--- config.mk ---
export PLATFORM = sky130hd
export DESIGN_NAME = regfile_wb_arbiter_flat
export DESIGN_NICKNAME = d
export VERILOG_FILES = /design/src/rtl/regfile_wb_arbiter_if.sv /design/src/rtl/regfile_wb_arbiter.sv /design/src/flat_wrapper.sv
export SDC_FILE = /design/constraint.sdc
export NUM_CORES = 1
export LEC_CHECK = 0
export ABC_AREA = 1
export CORE_MARGIN = 5
export CORE_UTILIZATION = 54
export DETAILED_ROUTE_END_ITERATION = 12
export PLACE_DENSITY = 0.8
export SYNTH_ARGS = -nofsm -noshare
export SYNTH_HDL_FRONTEND = slang
export SYNTH_SLANG_ARGS = --single-unit
--- constraint.sdc ---
create_clock -name clk -period 3.3 [get_ports clk]
set_input_delay 0.66 -clock clk [delete_from_list [all_inputs] [get_ports clk]]
set_output_delay 0.66 -clock clk [all_outputs]
set_load 0.05 [all_outputs]
--- src/rtl/regfile_wb_arbiter_if.sv ---
// Writeback bus between the two result sources, the register-file write port and the hazard lookup.
// The master drives requests and lookups; the slave (the arbiter) answers and drives the regfile write.
interface regfile_wb_arbiter_if #(
    parameter int DATA_W = 32,
    parameter int ADDR_W = 5
);
    logic              a_valid;
    logic              a_ready;
    logic [ADDR_W-1:0] a_addr;
    logic [DATA_W-1:0] a_data;
    logic              b_valid;
    logic              b_ready;
    logic [ADDR_W-1:0] b_addr;
    logic [DATA_W-1:0] b_data;
    logic              reg_write;
    logic [ADDR_W-1:0] write_reg;
    logic [DATA_W-1:0] write_data;
    logic [ADDR_W-1:0] pend_addr;
    logic              pend_hit;
    logic              idle;

    modport master (
        output a_valid, a_addr, a_data,
        output b_valid, b_addr, b_data,
        output pend_addr,
        input  a_ready, b_ready,
        input  reg_write, write_reg, write_data,
        input  pend_hit, idle
    );

    modport slave (
        input  a_valid, a_addr, a_data,
        input  b_valid, b_addr, b_data,
        input  pend_addr,
        output a_ready, b_ready,
        output reg_write, write_reg, write_data,
        output pend_hit, idle
    );
endinterface

--- src/rtl/regfile_wb_arbiter.sv ---
// Round-robin arbiter sharing the register-file write port between two FIFO-buffered sources.
// Define WB_ARB_STATS_EN to add the saturating conflict_cnt output.
module regfile_wb_arbiter #(
    parameter int DATA_W     = 32,
    parameter int ADDR_W     = 5,
    parameter int FIFO_DEPTH = 2
) (
    input  logic               clk,
    input  logic               reset,
    regfile_wb_arbiter_if.slave bus
`ifdef WB_ARB_STATS_EN
    ,
    output logic [15:0]        conflict_cnt
`endif
);
    localparam int PTR_W = $clog2(FIFO_DEPTH);
    localparam int CNT_W = PTR_W + 1;

    localparam logic [0:0] RR_A = 1'b0;
    localparam logic [0:0] RR_B = 1'b1;

    typedef struct packed {
        logic [ADDR_W-1:0] addr;
        logic [DATA_W-1:0] data;
    } entry_t;

    // Index 0 is source A, index 1 is source B.
    entry_t           mem     [2][FIFO_DEPTH];
    logic [PTR_W-1:0] wr_ptr  [2];
    logic [PTR_W-1:0] rd_ptr  [2];
    logic [CNT_W-1:0] count   [2];

    logic             src_valid [2];
    entry_t           src_ent   [2];
    logic             full      [2];
    logic             not_empty [2];
    logic             ready     [2];
    logic             push      [2];
    logic             pop       [2];
    entry_t           head      [2];

    logic [0:0]        rr_last;
    logic              grant_a;
    logic              grant_b;
    logic              reg_write_q;
    logic [ADDR_W-1:0] write_reg_q;
    logic [DATA_W-1:0] write_data_q;
    logic              pend_hit_c;

    always_comb begin
        src_valid[0]      = bus.a_valid;
        src_valid[1]      = bus.b_valid;
        src_ent[0].addr   = bus.a_addr;
        src_ent[0].data   = bus.a_data;
        src_ent[1].addr   = bus.b_addr;
        src_ent[1].data   = bus.b_data;
    end

    // Ready never depends on a same-cycle pop, so a full FIFO always refuses.
    always_comb begin
        for (int unsigned s = 0; s < 2; s++) begin
            full[s]      = (count[s] == CNT_W'(FIFO_DEPTH));
            not_empty[s] = (count[s] != '0);
            ready[s]     = !reset && !full[s];
            push[s]      = src_valid[s] && ready[s] && (src_ent[s].addr != '0);
            head[s]      = mem[s][rd_ptr[s]];
        end
    end

    always_comb begin
        grant_a = not_empty[0] && (!not_empty[1] || (rr_last == RR_B));
        grant_b = not_empty[1] && (!not_empty[0] || (rr_last == RR_A));
        pop[0]  = grant_a;
        pop[1]  = grant_b;
    end

    always_ff @(posedge clk) begin
        if (reset) begin
            for (int unsigned s = 0; s < 2; s++) begin
                wr_ptr[s] <= '0;
                rd_ptr[s] <= '0;
                count[s]  <= '0;
            end
        end else begin
            for (int unsigned s = 0; s < 2; s++) begin
                if (push[s]) begin
                    mem[s][wr_ptr[s]] <= src_ent[s];
                    wr_ptr[s]         <= wr_ptr[s] + 1'b1;
                end
                if (pop[s]) begin
                    rd_ptr[s] <= rd_ptr[s] + 1'b1;
                end
                case ({push[s], pop[s]})
                    2'b10:   count[s] <= count[s] + 1'b1;
                    2'b01:   count[s] <= count[s] - 1'b1;
                    default: count[s] <= count[s];
                endcase
            end
        end
    end

    always_ff @(posedge clk) begin
        if (reset) begin
            rr_last      <= RR_B;
            reg_write_q  <= 1'b0;
            write_reg_q  <= '0;
            write_data_q <= '0;
        end else if (grant_a) begin
            rr_last      <= RR_A;
            reg_write_q  <= 1'b1;
            write_reg_q  <= head[0].addr;
            write_data_q <= head[0].data;
        end else if (grant_b) begin
            rr_last      <= RR_B;
            reg_write_q  <= 1'b1;
            write_reg_q  <= head[1].addr;
            write_data_q <= head[1].data;
        end else begin
            reg_write_q  <= 1'b0;
        end
    end

    // Occupied slots are the count entries starting at the read pointer, modulo depth.
    always_comb begin
        logic [PTR_W-1:0] idx;
        idx        = '0;
        pend_hit_c = reg_write_q && (write_reg_q == bus.pend_addr);
        for (int unsigned s = 0; s < 2; s++) begin
            for (int unsigned i = 0; i < FIFO_DEPTH; i++) begin
                idx = rd_ptr[s] + PTR_W'(i);
                if ((CNT_W'(i) < count[s]) && (mem[s][idx].addr == bus.pend_addr)) begin
                    pend_hit_c = 1'b1;
                end
            end
        end
        if (bus.pend_addr == '0) begin
            pend_hit_c = 1'b0;
        end
    end

`ifdef WB_ARB_STATS_EN
    always_ff @(posedge clk) begin
        if (reset) begin
            conflict_cnt <= '0;
        end else if (not_empty[0] && not_empty[1] && (conflict_cnt != '1)) begin
            conflict_cnt <= conflict_cnt + 1'b1;
        end
    end
`endif

    assign bus.a_ready    = ready[0];
    assign bus.b_ready    = ready[1];
    assign bus.reg_write  = reg_write_q;
    assign bus.write_reg  = write_reg_q;
    assign bus.write_data = write_data_q;
    assign bus.pend_hit   = pend_hit_c;
    assign bus.idle       = !not_empty[0] && !not_empty[1] && !reg_write_q;

endmodule
--- src/flat_wrapper.sv ---
// flat-port wrapper written by rule: the top's interface ports become plain ports
module regfile_wb_arbiter_flat 
#(
    parameter int DATA_W     = 32,
    parameter int ADDR_W     = 5,
    parameter int FIFO_DEPTH = 2
)
  (clk, reset, bus_a_valid, bus_a_addr, bus_a_data, bus_b_valid, bus_b_addr, bus_b_data, bus_pend_addr, bus_a_ready, bus_b_ready, bus_reg_write, bus_write_reg, bus_write_data, bus_pend_hit, bus_idle);
  regfile_wb_arbiter_if #(.DATA_W(DATA_W), .ADDR_W(ADDR_W)) bus_i ();
  input  logic clk;
  input  logic reset;
  input wire logic [$bits(bus_i.a_valid)-1:0] bus_a_valid;
  input wire logic [$bits(bus_i.a_addr)-1:0] bus_a_addr;
  input wire logic [$bits(bus_i.a_data)-1:0] bus_a_data;
  input wire logic [$bits(bus_i.b_valid)-1:0] bus_b_valid;
  input wire logic [$bits(bus_i.b_addr)-1:0] bus_b_addr;
  input wire logic [$bits(bus_i.b_data)-1:0] bus_b_data;
  input wire logic [$bits(bus_i.pend_addr)-1:0] bus_pend_addr;
  output wire logic [$bits(bus_i.a_ready)-1:0] bus_a_ready;
  output wire logic [$bits(bus_i.b_ready)-1:0] bus_b_ready;
  output wire logic [$bits(bus_i.reg_write)-1:0] bus_reg_write;
  output wire logic [$bits(bus_i.write_reg)-1:0] bus_write_reg;
  output wire logic [$bits(bus_i.write_data)-1:0] bus_write_data;
  output wire logic [$bits(bus_i.pend_hit)-1:0] bus_pend_hit;
  output wire logic [$bits(bus_i.idle)-1:0] bus_idle;
  assign bus_i.a_valid = bus_a_valid;
  assign bus_i.a_addr = bus_a_addr;
  assign bus_i.a_data = bus_a_data;
  assign bus_i.b_valid = bus_b_valid;
  assign bus_i.b_addr = bus_b_addr;
  assign bus_i.b_data = bus_b_data;
  assign bus_i.pend_addr = bus_pend_addr;
  assign bus_a_ready = bus_i.a_ready;
  assign bus_b_ready = bus_i.b_ready;
  assign bus_reg_write = bus_i.reg_write;
  assign bus_write_reg = bus_i.write_reg;
  assign bus_write_data = bus_i.write_data;
  assign bus_pend_hit = bus_i.pend_hit;
  assign bus_idle = bus_i.idle;
  regfile_wb_arbiter #(.DATA_W(DATA_W), .ADDR_W(ADDR_W), .FIFO_DEPTH(FIFO_DEPTH)) u_core (.clk(clk), .reset(reset), .bus(bus_i));
endmodule
==> out/metrics.csv <==
metric;value;unit
grt total ovfl;0;
initial antenna violation count;0;
Tightest Pin Transition;0.668;ns
crit path buf inv count;2;
clk sinks;195;
total power;9150;uW
HP Class;flip-flop to flip-flop;
cts repair resizes;0;
vias in the first global route;6177;
Die ar.;17700;um^2
Clock Latency Late Sink;0.43;ns
Chip Width;133;um
max-cap viol count;0;
nets;997;
Fmax;0.329;GHz
CP delay by family, top;flip-flops;
Mapped Nets;872;
CP startpoint;u_core.rd_ptr[0][0]$_SDFFCE_PN0P_;
sequential fraction of the synthesis area;67.0;%
slew margin rel.;55.5;%
worst r2r src;u_core.count[0][0]$_SDFFCE_PN0P_;
hpwl dp;12700;um
CTS Root Cell;clkbuf_16;
synthesis-to-layout area growth;25.2;%
Die Y;133;um
DRC Markers;0;
final hold vios;0;
slowest CP cell;edfxtp_1;
Critical Path Sink;bus_pend_hit;
skew final;0.00690;ns
outcome;finished clean;
layout cells sized above 1;6.98;%
port buffer count;124;
CP Depth;11;
clk buf depth;2;
asr flop ratio synth;0;%
Slew Limit Fails;0;
main flop type after synthesis;edfxtp_1;
min Tclk post-route;3.04;ns
CTS tree;done;
Initial Util;54.4;%
Cell variety after synth;28;
area of the core;15000;um^2
CP dominant cell by count;nand2_1;
RSZ-0062 raised after global routing;false;
Seq cells post-synth;195;
final setup vio count;0;
CTS Hold Bufs;0;
layout filler cell count;1127;
Rows;45;
global-route wire length before repair;31200;um
WL per Instance;17.7;um
Worst Path Required;2.64;ns
Final period util;92.2;%
Largest register FFs;148;
critical-path cell list;inv_4 > nand2_1 > nand2_1 > nand2_1 > nand2_1 > a21oi_1 > nand3_1 > nand2_1 > nor2_1 > nor2_1 > buf_12;
Critical Path Max Stage Delay;0.78;ns
remaining antenna violation count;0;
R2R Setup Slk;0.83;ns
Setup CP Type;flip-flop to primary output;
PwrDens;897;nW/um^2
n_diodes;0;
reg2reg end;u_core.bus.write_reg[1]$_SDFFE_PP0P_;
1st-pass router iterations;7;
largest net degree at the start of global routing;47;
CP Launch Type;flip-flop;
depth of the CTS H-tree;4;
hold slack;0.466;ns
EDFF count, synth;156;
drt initial violations;539;
hold path start;u_core.bus.write_data[2]$_SDFFE_PP0P_;
worst slack at placement;0.402;ns
critical path endpoint category;primary output;
VDD IR max;533;uV
RePlAce Congestion;0.855;
Mapped Cells;779;
drt total wl;19600;um
All-Layer GR Usage;22.5;%
Critical Path Fanout Max;19;
CTS Buf Count;17;
most common cell after layout, fill and taps aside;nand2_1;
routed vias;6019;
total I/O pin count;125;
post-synthesis cell area;8150;um^2
Arr. time, crit path;2.38;ns
final setup slack of the worst path;0.256;ns
worst r2r path cells;10;
mean post-synth cell area;10.5;um^2
# Post-CTS Setup Buffers;0;
Vias/cell;5.45;
Worst-path clk slew;0.07;ns
P_leak;0.00395;uW
most frequent cells in the layout;nand2_1, edfxtp_1, clkdlybuf4s50_1, nand3_1, o21ai_0;
YS warnings;0;
[power by group]
part | switching (uW) | leakage [uW] | total (uW) | internal (uW)
sequential | 239 | 0.00176 | 3330 | 3100
clock | 878 | 0.000289 | 2040 | 1160
combinational | 2580 | 0.00190 | 3770 | 1190
total | 3700 | 0.00395 | 9150 | 5450
[worst min-delay path by stage]
stage | end | slack (ns) | depth (start not counted)
after global routing | u_core.bus.write_data[31]$_SDFFE_PP0P_ | 0.50 | 2
after CTS | u_core.bus.write_data[3]$_SDFFE_PP0P_ | 0.47 | 2
after global placement | u_core.bus.write_data[3]$_SDFFE_PP0P_ | 0.45 | 2
after floorplan | u_core.bus.write_data[0]$_SDFFE_PP0P_ | 0.51 | 2
final | u_core.bus.write_data[2]$_SDFFE_PP0P_ | 0.47 | 2
after detailed placement | u_core.bus.write_data[3]$_SDFFE_PP0P_ | 0.46 | 2
[per-layer routing]
layer / wire length (um) / vias to the layer above / GRT usage [%]
li1: - / 2904 / -
met1: 8120 / 2857 / 29.0
met2: 9690 / 229 / 38.0
met3: 1450 / 29 / 4.90
met4: 310 / 0 / 7.68
met5: 0 / - / 0
[synthesized netlist by cell type (6+ instances only)]
master / instances / area [um^2]
edfxtp_1: 156 / 4680
o21ai_0: 56 / 280
nand3_1: 61 / 305
buf_4: 9 / 67.6
nand2_1: 239 / 897
inv_1: 40 / 150
nor2_1: 56 / 210
dfxtp_1: 39 / 781
o21ai_1: 6 / 30.0
ha_1: 10 / 125
buf_2: 17 / 85.1
a21oi_1: 38 / 190
o211ai_1: 11 / 82.6
clkbuf_1: 7 / 26.3
[kinds of logic after synthesis]
family,after synthesis,synth area share (%)
compound gates,121,8.09
xor+xnor,1,0.107
fa+ha+maj,10,1.53
buf+inv,80,4.67
flops,195,67.0
mux,2,0.246
simple gates,370,18.3
[final cells by class]
| cell class | instances | area, um^2 | share of cell area [%] |
|---|---|---|---|
| sequential | 195 | 5470 | 53.6 |
| tap | 188 | 235 | 2.31 |
| timing repair buffer | 142 | 1400 | 13.8 |
| clock inverter | 10 | 123 | 1.20 |
| clock buffer | 22 | 464 | 4.55 |
| inverter | 44 | 168 | 1.64 |
| multi-input combinational | 504 | 2340 | 23.0 |
[worst min-delay path, stage by stage (launching register included)]
cell,delay [ns]
dfxtp_1,0.31
nand2_1,0.06
a21oi_1,0.05
[through the flow]
| step | cells | area, um^2 | utilization, % | setup TNS [ns] |
|---|---|---|---|---|
| after floorplan | 779 | 8150 | - | -63.55 |
| after global placement | 1073 | 9620 | 64.2 | 0 |
| after detailed placement | 1073 | 9620 | 64.2 | 0 |
| after CTS | 1105 | 10200 | 68.1 | 0 |
| after global routing | 1105 | 10200 | 68.1 | 0 |
| final | 1105 | 10200 | 68.1 | 0 |
(Power assumes the default switching activity.)
